--- src/rtl/debouncer_pkg.sv ---
// Shared definitions for the multi-channel push-button debouncer.
//
// Contents:
//   deb_state_t        per-channel debounce state
//   DEB_SYNC_STAGES    default synchroniser depth
//   DEB_STABLE_CYCLES  default acceptance time in clock cycles
//   DEB_LONG_CYCLES    default long-press hold time in clock cycles
package debouncer_pkg;

    // S_LO / S_HI are the settled levels; the WAIT states mean that the
    // synchronised input currently disagrees with the settled level.
    typedef enum logic [1:0] {
        S_LO      = 2'd0,
        S_WAIT_HI = 2'd1,
        S_HI      = 2'd2,
        S_WAIT_LO = 2'd3
    } deb_state_t;

    localparam int unsigned DEB_SYNC_STAGES   = 2;
    localparam int unsigned DEB_STABLE_CYCLES = 50000;
    localparam int unsigned DEB_LONG_CYCLES   = 1000000;

endpackage

--- src/rtl/debounce_channel.sv ---
// One debouncer channel: input synchroniser, four-state stability FSM with
// its counter, registered level and edge-pulse outputs, and an optional
// long-press detector.
//
// Optional feature macro: DEBOUNCER_LONGPRESS_EN
//   defined   -> btn_long pulses once per press after LONG_CYCLES of hold
//   undefined -> btn_long is tied to 0 and no hold counter exists
//
// Ports:
//   clk       in   system clock
//   rst       in   synchronous reset, active-low
//   btn       in   raw asynchronous button input
//   btn_stbl  out  debounced level
//   btn_rise  out  one-cycle pulse when btn_stbl goes 0->1
//   btn_fall  out  one-cycle pulse when btn_stbl goes 1->0
//   btn_long  out  one-cycle long-press pulse
module debounce_channel
    import debouncer_pkg::*;
#(
    parameter int unsigned SYNC_STAGES   = DEB_SYNC_STAGES,
    parameter int unsigned STABLE_CYCLES = DEB_STABLE_CYCLES,
    parameter int unsigned CNT_W         = $clog2(STABLE_CYCLES + 1),
    parameter int unsigned LONG_CYCLES   = DEB_LONG_CYCLES
) (
    input  logic clk,
    input  logic rst,
    input  logic btn,
    output logic btn_stbl,
    output logic btn_rise,
    output logic btn_fall,
    output logic btn_long
);

    localparam logic [CNT_W-1:0] CNT_LAST = CNT_W'(STABLE_CYCLES - 1);
    localparam logic [CNT_W-1:0] CNT_ONE  = CNT_W'(1);

    // ------------------------------------------------------------------
    // Synchroniser
    // ------------------------------------------------------------------
    logic [SYNC_STAGES-1:0] sync_q;
    logic                   s;

    always_ff @(posedge clk) begin
        if (!rst) begin
            sync_q <= '0;
        end else begin
            sync_q <= {sync_q[SYNC_STAGES-2:0], btn};
        end
    end

    assign s = sync_q[SYNC_STAGES-1];

    // ------------------------------------------------------------------
    // Stability FSM
    // ------------------------------------------------------------------
    deb_state_t       state_q, state_d;
    logic [CNT_W-1:0] cnt_q, cnt_d;
    logic             stbl_q, stbl_d;
    logic             rise_q, rise_d;
    logic             fall_q, fall_d;

    always_ff @(posedge clk) begin
        if (!rst) begin
            state_q <= S_LO;
            cnt_q   <= '0;
            stbl_q  <= 1'b0;
            rise_q  <= 1'b0;
            fall_q  <= 1'b0;
        end else begin
            state_q <= state_d;
            cnt_q   <= cnt_d;
            stbl_q  <= stbl_d;
            rise_q  <= rise_d;
            fall_q  <= fall_d;
        end
    end

    // The first disagreeing sample already counts as one, so acceptance
    // happens on the STABLE_CYCLES-th consecutive disagreeing sample.
    always_comb begin
        state_d = state_q;
        cnt_d   = cnt_q;
        stbl_d  = stbl_q;
        rise_d  = 1'b0;
        fall_d  = 1'b0;

        unique case (state_q)
            S_LO: begin
                cnt_d = '0;
                if (s) begin
                    state_d = S_WAIT_HI;
                    cnt_d   = CNT_ONE;
                end
            end

            S_WAIT_HI: begin
                if (!s) begin
                    state_d = S_LO;
                    cnt_d   = '0;
                end else if (cnt_q == CNT_LAST) begin
                    state_d = S_HI;
                    stbl_d  = 1'b1;
                    rise_d  = 1'b1;
                    cnt_d   = '0;
                end else begin
                    cnt_d = cnt_q + 1'b1;
                end
            end

            S_HI: begin
                cnt_d = '0;
                if (!s) begin
                    state_d = S_WAIT_LO;
                    cnt_d   = CNT_ONE;
                end
            end

            S_WAIT_LO: begin
                if (s) begin
                    state_d = S_HI;
                    cnt_d   = '0;
                end else if (cnt_q == CNT_LAST) begin
                    state_d = S_LO;
                    stbl_d  = 1'b0;
                    fall_d  = 1'b1;
                    cnt_d   = '0;
                end else begin
                    cnt_d = cnt_q + 1'b1;
                end
            end

            default: begin
                state_d = S_LO;
                cnt_d   = '0;
                stbl_d  = 1'b0;
            end
        endcase
    end

    assign btn_stbl = stbl_q;
    assign btn_rise = rise_q;
    assign btn_fall = fall_q;

    // ------------------------------------------------------------------
    // Long-press detector
    // ------------------------------------------------------------------
`ifdef DEBOUNCER_LONGPRESS_EN
    localparam int unsigned     HOLD_W    = $clog2(LONG_CYCLES + 1);
    localparam logic [HOLD_W-1:0] HOLD_LAST = HOLD_W'(LONG_CYCLES - 1);
    // Parked one past the last count once the pulse has fired, so the
    // pulse cannot repeat until btn_stbl drops and clears the counter.
    localparam logic [HOLD_W-1:0] HOLD_DONE = HOLD_W'(LONG_CYCLES);

    logic [HOLD_W-1:0] hold_q, hold_d;
    logic              long_q, long_d;

    always_ff @(posedge clk) begin
        if (!rst) begin
            hold_q <= '0;
            long_q <= 1'b0;
        end else begin
            hold_q <= hold_d;
            long_q <= long_d;
        end
    end

    // Counting starts the cycle after S_HI is entered and pauses while a
    // release is being qualified in S_WAIT_LO.
    always_comb begin
        hold_d = hold_q;
        long_d = 1'b0;
        if (!stbl_q) begin
            hold_d = '0;
        end else if (state_q == S_HI) begin
            if (hold_q == HOLD_LAST) begin
                long_d = 1'b1;
                hold_d = HOLD_DONE;
            end else if (hold_q != HOLD_DONE) begin
                hold_d = hold_q + 1'b1;
            end
        end
    end

    assign btn_long = long_q;
`else
    assign btn_long = 1'b0;
`endif

endmodule

--- src/rtl/module_debouncer_multi.sv ---
// N-channel push-button debouncer. Each channel is an independent
// debounce_channel instance; all channels share the one clock and reset.
//
// Optional feature macro: DEBOUNCER_LONGPRESS_EN (enables btn_long)
//
// Ports:
//   clk       in   system clock
//   rst       in   synchronous reset, active-low
//   btn       in   [N_CH] raw asynchronous button inputs
//   btn_stbl  out  [N_CH] debounced level per channel
//   btn_rise  out  [N_CH] one-cycle pulse on 0->1 of btn_stbl
//   btn_fall  out  [N_CH] one-cycle pulse on 1->0 of btn_stbl
//   btn_long  out  [N_CH] one-cycle long-press pulse (0 without the macro)
module module_debouncer_multi
    import debouncer_pkg::*;
#(
    parameter int unsigned N_CH          = 4,
    parameter int unsigned SYNC_STAGES   = DEB_SYNC_STAGES,
    parameter int unsigned STABLE_CYCLES = DEB_STABLE_CYCLES,
    parameter int unsigned CNT_W         = $clog2(STABLE_CYCLES + 1),
    parameter int unsigned LONG_CYCLES   = DEB_LONG_CYCLES
) (
    input  logic            clk,
    input  logic            rst,
    input  logic [N_CH-1:0] btn,
    output logic [N_CH-1:0] btn_stbl,
    output logic [N_CH-1:0] btn_rise,
    output logic [N_CH-1:0] btn_fall,
    output logic [N_CH-1:0] btn_long
);

    for (genvar i = 0; i < N_CH; i++) begin : g_ch
        debounce_channel #(
            .SYNC_STAGES   (SYNC_STAGES),
            .STABLE_CYCLES (STABLE_CYCLES),
            .CNT_W         (CNT_W),
            .LONG_CYCLES   (LONG_CYCLES)
        ) u_channel (
            .clk      (clk),
            .rst      (rst),
            .btn      (btn[i]),
            .btn_stbl (btn_stbl[i]),
            .btn_rise (btn_rise[i]),
            .btn_fall (btn_fall[i]),
            .btn_long (btn_long[i])
        );
    end

endmodule

--- config.mk ---
export PLATFORM = sky130hd
export DESIGN_NAME = module_debouncer_multi
export DESIGN_NICKNAME = d
export VERILOG_FILES = /design/src/rtl/debouncer_pkg.sv /design/src/rtl/debounce_channel.sv /design/src/rtl/module_debouncer_multi.sv
export SDC_FILE = /design/constraint.sdc
export NUM_CORES = 1
export LEC_CHECK = 0
export ABC_AREA = 0
export CORE_AREA = 3 3 99 101
export DETAILED_ROUTE_END_ITERATION = 8
export DIE_AREA = 0 0 102 104
export PLACE_DENSITY_LB_ADDON = 0.05
export REMOVE_ABC_BUFFERS = 1
export SLEW_MARGIN = 20
export SYNTH_ARGS = -nofsm -noshare
export SYNTH_HDL_FRONTEND = slang
export SYNTH_SLANG_ARGS = --single-unit
--- constraint.sdc ---
create_clock -name clk -period 2 [get_ports clk]
set_input_delay 0.5 -clock clk [delete_from_list [all_inputs] [get_ports clk]]
set_output_delay 0.5 -clock clk [all_outputs]
set_load 0.03 [all_outputs]
# Word-level counts from Yosys, hierarchy flattened
# Index checks and enable logic that the tools add are counted.
# word_totals
in_bits	6
ff_bits	92
# op_classes
n_eq_ne	48
muxes	76
n_addsub	4
n_reduce_logical	24
bitwise	5
# op_table
operator	n
16-bit one-hot mux with 4 select lines	4
16-bit two-way mux	12
16-bit by 1-bit adder with 16-bit output (second input constant)	4
16-bit == test (second input constant)	4
2-bit two-way mux	24
2-bit by 1-bit inequality test with 1-bit output (second input constant)	16
2-bit one-hot mux with 4 select lines	4
1-bit two-way mux	28
5-bit AND reduction	4
2-bit == test (second input constant)	8
2-bit inequality test (second input constant)	8
4-bit AND reduction	4
3-bit by 1-bit inequality test with 1-bit output (second input constant)	4
3-bit inequality test (second input constant)	4
3-bit AND reduction	4
3-bit OR reduction	4
2-bit by 1-bit == test with 1-bit output (second input constant)	4
2-bit zero test	4
1-bit one-hot mux with 2 select lines	4
2-bit nonzero test	4
1-bit NOT	5

# Longest topological paths before layout
# Gate-level depths: netlist of run 1.
# depth
ltp_word	4
depth_mapped	7
depth_no_buf	5

# Cells and area by module
# Synthesis of run 1 repeated with hierarchy kept, for this count alone.
# hier_totals
cells_unflattened	430
hier_area_um2	4090.2
# modules_own_cells
module	cells_each	n_inst	area_each_um2	seq_area_each_um2
debounce_channel at g_ch[1].u_channel ...	107	2	1023.5	460.4
debounce_channel at g_ch[0].u_channel	107	1	1037.2	460.4
debounce_channel at g_ch[3].u_channel	109	1	1006.0	460.4

# Worst setup path before layout of run 1
# Ideal clock, no wire load.
# synth_timing
path_type	register to register
start	register g_ch[1].u_channel.cnt_q[10]
end	register g_ch[1].u_channel.cnt_q[13]
setup_slack_ps	48
t_arrival_ps	1837
stages_incl_launch_ff	7
required_time_ps	1885
synth_period_minus_slack_ps	1952
n_path_buf	2
cell_sequence	dfxtp_1 > or4b_1 > or4_4 > or3b_1 > buf_6 > buf_8 > nor2_1
# synth_via
elab_chain_cells	4
# synth_rtl
item	line	source
from (decl)	debounce_channel.sv:57	logic [CNT_W-1:0] cnt_q, cnt_d;
from (signal assigned)	debounce_channel.sv:71	cnt_q <= cnt_d;
16-bit by 1-bit adder with 16-bit output / 16-bit == test (equally long branches)	--	
16-bit two-way mux *	debounce_channel.sv:100, debounce_channel.sv:122	
16-bit two-way mux (on tied branches)	debounce_channel.sv:119, debounce_channel.sv:97	
16-bit one-hot mux with 4 select lines *	debounce_channel.sv:87	unique case (state_q)
# Mark *: on every way between the ends. The rest lies on a longest branch, timed or not.
# A chain may end at the register's enable or synchronous reset.

# Final worst setup path of run 1
# layout_timing
start	register g_ch[1].u_channel.cnt_q[10]
end	register g_ch[1].u_channel.cnt_q[15]
# Same word-level chain as after synthesis.

==> results.toml, run 1 <==
[outcome]
status = "complete, no violations"

[timing]
setup-violations-final = 0
maxSlewViolCount = 0
post-route-period-util = 0.960
post-route-min-period_ns = 1.92
max_freq_ghz = 0.521
final.setup_skew_ns = 0.00993
timing.hold.ws_ns = 0.438
finalSetupTns_ns = 0
hold_viol = 0
rsz0062_at_grt = "false"

[final_layout]
seq_area_um2 = 1840
nNetsFinal = 502
stdcell_count = 606
n_fill_cell = 875
drive_gt1_frac = 0.123
design_area_um2 = 4680
antenna_cells = 0
multiInputGateArea_um2 = 1930
final_util = 0.514
synthToLayoutAreaGrowth_pct = 15.8

[floorplan]
start_util = 0.444
io_pins = 22
die-width_um = 102
rows = 35
core_um2 = 9110
die_y_um = 104
die_area_um2 = 10600

[worst_setup_path]
crit_type = "flip-flop to flip-flop"
r2r-end = "g_ch[1].u_channel.cnt_q[15]$_SDFF_PN0_"
rr_worst_depth = 5
worstPathMaxFanout = 15
cp_data_required_time_ns = 2.24
cp.arrival_ns = 2.16
rrSetupSlack_ns = 0.08
end_kind = "flip-flop"
r2r-start = "g_ch[1].u_channel.cnt_q[10]$_SDFF_PN0_"
critPathLaunchType = "flip-flop"

[cts]
htree_levels = 3
cts_setup_buffers = 0
cts_tree = "yes"
clkTransAtPathRegs_ns = 0.08
clock_path_buffers = 2
cts.sinks = 92
root_buffer = "clkbuf_8"
cts_buffers = 9
clock_latency_ns = 0.36
cts_resized = 0
cts_hold_buf = 0

[global_routing]
antenna_found_initial = 0
grt_pass1_vias = 2765
grt-ovfl-total = 0
grt_pass1_wl_um = 12700
groute.usage.overall = 0.147
grt_max_degree = 16

[min_path]
min_path_type = "flip-flop to flip-flop"
holdPathEnd = "g_ch[0].u_channel.sync_q[1]$_SDFF_PN0_"
worstHoldStart = "g_ch[0].u_channel.sync_q[0]$_SDFF_PN0_"
holdPathStages = 1

[synth]
syn_area_um2 = 4040
yosysWarnings = 0
yosysSeqAreaShare = 0.456
synthCells = 453
ys_types = 47
ys.flop_type = "dfxtp_1"
async_flop_share = 0
yosys_register_bits = 92
synth_area_per_cell_um2 = 8.92
synth_edf_count = 0

[detailed_routing]
route.detailed.drc = 0
wirelength_um = 7430
via_count = 3048
wl_met3_um = 283
dr.max_layer_used = "met4"
ant_nets = 0
route.met2.wl_um = 3150
drt_iter0_markers = 111
routed_via_density = 5.03
met1_length_um = 3900
routedWlPerCell_um = 12.3
first_pass_iters = 4

[placement]
io_buffers = 17
hpwl_um = 5130
post-place-cells = 592
place_area_um2 = 4470
gp_congestion = 0.775

[power_and_ir_drop]
p_leak_nw = 1.49
powerDensity_nw_per_um2 = 696
max-vdd-ir-drop_mv = 0.392

[run]
drv_cap = 0
[synthesized netlist by cell type, types with 4 or more instances]
cell type	count	area (um^2)
inv_1	24	90.1
xor2_1	5	43.8
and2_1	11	68.8
nand4_1	16	100
clkbuf_1	5	18.8
or2_2	4	25.0
nor3_1	15	75.1
dfxtp_1	92	1840
nor4_1	18	113
a21oi_1	4	20.0
nor2_1	72	270
nor2b_1	8	50.1
nand3_1	25	125
o21ai_0	6	30.0
nand2_1	16	60.1
ha_1	4	50.1
xnor2_1	48	420
buf_4	18	135
or4_1	7	52.6
and3_1	11	68.8
[how the worst max path moves through the flow]
| stage | start | endpoint | slack [ns] | depth (start not counted) |
|---|---|---|---|---|
| 2_1_floorplan | g_ch[1].u_channel.cnt_q[10]$_SDFF_PN0_ | g_ch[1].u_channel.cnt_q[10]$_SDFF_PN0_ | 0.01 | 4 |
| 3_3_place_gp | rst | g_ch[2].u_channel.cnt_q[15]$_SDFF_PN0_ | 0.009 | 5 |
| 3_5_place_dp | rst | g_ch[2].u_channel.cnt_q[15]$_SDFF_PN0_ | -0.01 | 5 |
| 4_1_cts | g_ch[3].u_channel.btn_stbl$_SDFFE_PN0P_ | btn_stbl[3] | 0.04 | 1 |
| 5_1_grt | g_ch[3].u_channel.btn_stbl$_SDFFE_PN0P_ | btn_stbl[3] | 0.01 | 1 |
| 6_report | g_ch[1].u_channel.cnt_q[10]$_SDFF_PN0_ | g_ch[1].u_channel.cnt_q[15]$_SDFF_PN0_ | 0.08 | 5 |
[per-stage QoR]
step / power [W] / setup slack (ns)
floorplan: 0.00193 / 0.00982
global route: 0.00340 / 0.0112
detailed placement: 0.00196 / -0.00989
global placement: 0.00196 / 0.00934
CTS: 0.00331 / 0.0420
finish: 0.00326 / 0.0801
[per-layer routing]
layer | vias to the layer above | global-route usage
li1 | 1607 | -
met1 | 1386 | 0.211
met2 | 45 | 0.208
met3 | 10 | 0.0443
met4 | 0 | 0.0506
met5 | - | 0
[cell families after synthesis]
| logic type | share of synthesized area |
|---|---|
| muxes | 0.00495 |
| other | 0.000928 |
| buffers and inverters | 0.0694 |
| xor gates and xnor gates | 0.115 |
| and+or+nand+nor | 0.297 |
| AOI/OAI and AO/OA | 0.0446 |
| adders and majority gates | 0.0124 |
| DFF | 0.456 |
[cells in the final DEF (no fill, tap or decap), types with 4 or more instances in the layout]
cell             instances
dfxtp_1                 92
nor2_1                  72
xnor2_1                 48
buf_4                   32
nand3_1                 25
inv_1                   24
nor4_1                  18
clkdlybuf4s50_1         17
nand2_1                 16
nand4_1                 16
nor3_1                  15
and2_1                  11
and3_1                  11
clkbuf_8                10
nor2b_1                  8
or4_1                    6
o21ai_0                  6
xor2_1                   5
or2_2                    4
a21oi_1                  4
ha_1                     4
conb_1                   4
[report_power, final]
| group | internal (W) | switching (W) |
|---|---|---|
| registers | 0.00184 | 0.0000101 |
| logic | 0.0000280 | 0.0000357 |
| clock network | 0.000727 | 0.000612 |
[critical path, cell delays in order, from the launching register on]
cell and delay, ns:
dfxtp_1 0.31, or4b_1 0.52, or4_4 0.57, or3b_1 0.22, buf_12 0.14, a21oi_1 0.04
[state kept, by name, indices dropped and copies added, names as in the netlist, named ones only]
signal and count:
g_ch.u_channel.btn_fall 4, g_ch.u_channel.state_q 4, g_ch.u_channel.cnt_q 64, g_ch.u_channel.btn_stbl 4
g_ch.u_channel.btn_rise 4, g_ch.u_channel.sync_q 8
[area by class of cell]
class | instances | share of cell area
Multi-Input combinational cell | 313 | 0.413
Sequential cell | 92 | 0.393
Timing Repair Buffer | 52 | 0.101
Clock buffer | 12 | 0.0310
Tap cell | 111 | 0.0297
Inverter | 24 | 0.0192
Clock inverter | 2 | 0.0128
(Power assumes the default switching activity.)
==> run 2, diff against run 1 <==
--- a/config.mk
+++ b/config.mk
@@ -6,6 +6,7 @@
 export NUM_CORES = 1
 export LEC_CHECK = 0
 export ABC_AREA = 0
+export CAP_MARGIN = 40
 export CORE_AREA = 3 3 99 101
 export DETAILED_ROUTE_END_ITERATION = 8
 export DIE_AREA = 0 0 102 104
==> results of run 2 <==
Final layout, timing and power as in run 1 (identical DEF).
==> run 3, diff against run 2 <==
--- a/config.mk
+++ b/config.mk
@@ -7,9 +7,9 @@
 export LEC_CHECK = 0
 export ABC_AREA = 0
 export CAP_MARGIN = 40
-export CORE_AREA = 3 3 99 101
+export CORE_AREA = 2 2 98 100
 export DETAILED_ROUTE_END_ITERATION = 8
-export DIE_AREA = 0 0 102 104
+export DIE_AREA = 0 0 100 102
 export PLACE_DENSITY_LB_ADDON = 0.05
 export REMOVE_ABC_BUFFERS = 1
 export SLEW_MARGIN = 20
==> run 3 against run 2 <==
Combinational power grew 0.6%. Non-clock buffer count grew 3. Routed wire length is 1.6% lower. Power fell by 0.21%. Core utilization increased by 0.32 points. Setup slack got worse by 0.0043 ns. Count of clock-buffer cells in the layout is 3 lower. Register-to-register slack hardly changed. Flip-flop and latch count stayed put. Final area rose by 0.61%. Clock power hardly changed.
==> results.toml, run 3 (same netlist as run 1, synthesis figures left out) <==
[detailed_routing]
route.detailed.drc = 0
drt_iter0_markers = 47
routedWlPerCell_um = 12.0
wirelength_um = 7310
ant_nets = 0
routed_via_density = 4.91
via_count = 2996
first_pass_iters = 4

[power_and_ir_drop]
p_leak_nw = 1.51
p_sw_frac = 0.209
p_clk_frac = 0.410
powerDensity_nw_per_um2 = 690
pwr-share-seq = 0.570
p_int_w = 0.00257
p_sw_w = 0.000678
max-vdd-ir-drop_mv = 0.380
combPwrFrac = 0.020

[final_layout]
multiInputGateArea_um2 = 1930
reg.largest.list = "g_ch.u_channel.cnt_q x64, g_ch.u_channel.sync_q x8"
layout_commonest_cell = "dfxtp_1"
seq_area_um2 = 1840
nNetsFinal = 505
largest_reg_flops = 64
stdcell_count = 610
n_fill_cell = 850
synthToLayoutAreaGrowth_pct = 16.5
design_area_um2 = 4710
regMostFlops = "g_ch.u_channel.cnt_q"
drive_gt1_frac = 0.132
antenna_cells = 0
final_cell_mix = "dfxtp_1, nor2_1, xnor2_1"

[cts]
root_buffer = "clkbuf_8"
cts_tree = "yes"
cts_hold_buf = 0
clock_path_buffers = 2
htree_levels = 3
clkTransAtPathRegs_ns = 0.09
cts_buffers = 9
clock_latency_ns = 0.34
cts.sinks = 92

[global_routing]
grt_max_degree = 17
grt_pass1_vias = 2744
antenna_found_initial = 0
grt-ovfl-total = 0
groute.usage.overall = 0.153
grt_pass1_wl_um = 12700

[timing]
rsz0062_at_grt = "false"
post-route-period-util = 0.962
setup-violations-final = 0
max_freq_ghz = 0.520
final.setup_skew_ns = 0.0129
maxSlewViolCount = 0
finalSetupTns_ns = 0
post-route-min-period_ns = 1.92
hold_viol = 0

[worst_setup_path]
worstPathMaxFanout = 3
cp_data_required_time_ns = 2.28
critPathBufInv = 0
cpPeakStageDelay_ns = 0.66
crit_path_cell_trace = "or4b_2 > or4_4 > or2_0 > nand3_1"
critPathLaunchType = "flip-flop"
cpLargestDelayFamily = "simple AND/OR/NAND/NOR gates"
crit_type = "flip-flop to flip-flop"
cp.arrival_ns = 2.21
end_kind = "flip-flop"
slowest_stage = "or4b_2"

[floorplan]
core_um2 = 9110
start_util = 0.444
die_area_um2 = 10200
die-width_um = 100
die_y_um = 102
rows = 35
io_pins = 22

[placement]
place_area_um2 = 4480
hpwl_um = 5190
io_buffers = 17
post-place-cells = 593
gp_congestion = 0.785

[outcome]
status = "complete, no violations"

[run]
drv_cap = 0

[min_path]
min_path_type = "flip-flop to flip-flop"
[run 3: changes by cell type in the layout (fill, tap and decap cells not counted), sizes merged]
cell / before / now
inv: 24 / 25
clkinv: 0 / 1
clkinvlp: 0 / 2
buf: 35 / 38
clkbuf: 12 / 9
[run 3: what timing repair did]
item                                    in CTS  in global routing
gates resized for setup                      0                  1
endpoints found under the setup margin       0                 17
setup buffers                                0                  2
[run 3: power by group through the flow]
stage                     combinational (W)  clock, W  sequential (W)
after floorplan                   0.0000285         0         0.00190
after global placement            0.0000632         0         0.00190
after detailed placement          0.0000641         0         0.00190
after CTS                         0.0000645   0.00138         0.00185
after global routing              0.0000720   0.00144         0.00186
final                             0.0000641   0.00133         0.00185
[run 3: cell type report]
| cell class | instances | area share |
|---|---|---|
| Timing Repair Buffer | 55 | 0.105 |
| Multi-Input combinational cell | 313 | 0.410 |
| Sequential cell | 92 | 0.391 |
| Clock buffer | 9 | 0.0263 |
| Clock inverter | 6 | 0.0189 |
| Inverter | 24 | 0.0191 |
| Tap cell | 111 | 0.0295 |
[run 3: worst paths after layout]
check,start,to,slack (ns),depth (start not counted)
setup / recovery,g_ch[2].u_channel.cnt_q[13]$_SDFF_PN0_,g_ch[2].u_channel.btn_stbl$_SDFFE_PN0P_,0.08,4
hold / removal,g_ch[2].u_channel.sync_q[0]$_SDFF_PN0_,g_ch[2].u_channel.sync_q[1]$_SDFF_PN0_,0.43,1
setup reg to reg,g_ch[2].u_channel.cnt_q[13]$_SDFF_PN0_,g_ch[2].u_channel.btn_stbl$_SDFFE_PN0P_,0.08,4
hold reg to reg,g_ch[2].u_channel.sync_q[0]$_SDFF_PN0_,g_ch[2].u_channel.sync_q[1]$_SDFF_PN0_,0.43,1
[run 3: metrics by stage]
step,hold WS [ns],utilization,setup slack (ns),total power [W]
4_1_cts,0.439,0.515,0.0585,0.00330
3_5_place_dp,0.421,0.492,0.0148,0.00196
5_1_grt,0.467,0.517,0.00744,0.00337
3_3_place_gp,0.415,0.492,0.0462,0.00196
6_report,0.434,0.517,0.0758,0.00325
2_1_floorplan,0.412,-,0.00982,0.00193
[run 3: metal layers]
metal,vias up,GRT usage,part of all wire
li1,1609,-,-
met1,1352,0.215,0.54
met2,28,0.238,0.42
met3,7,0.0280,0.024
met4,0,0.0569,0.012
met5,-,0,0
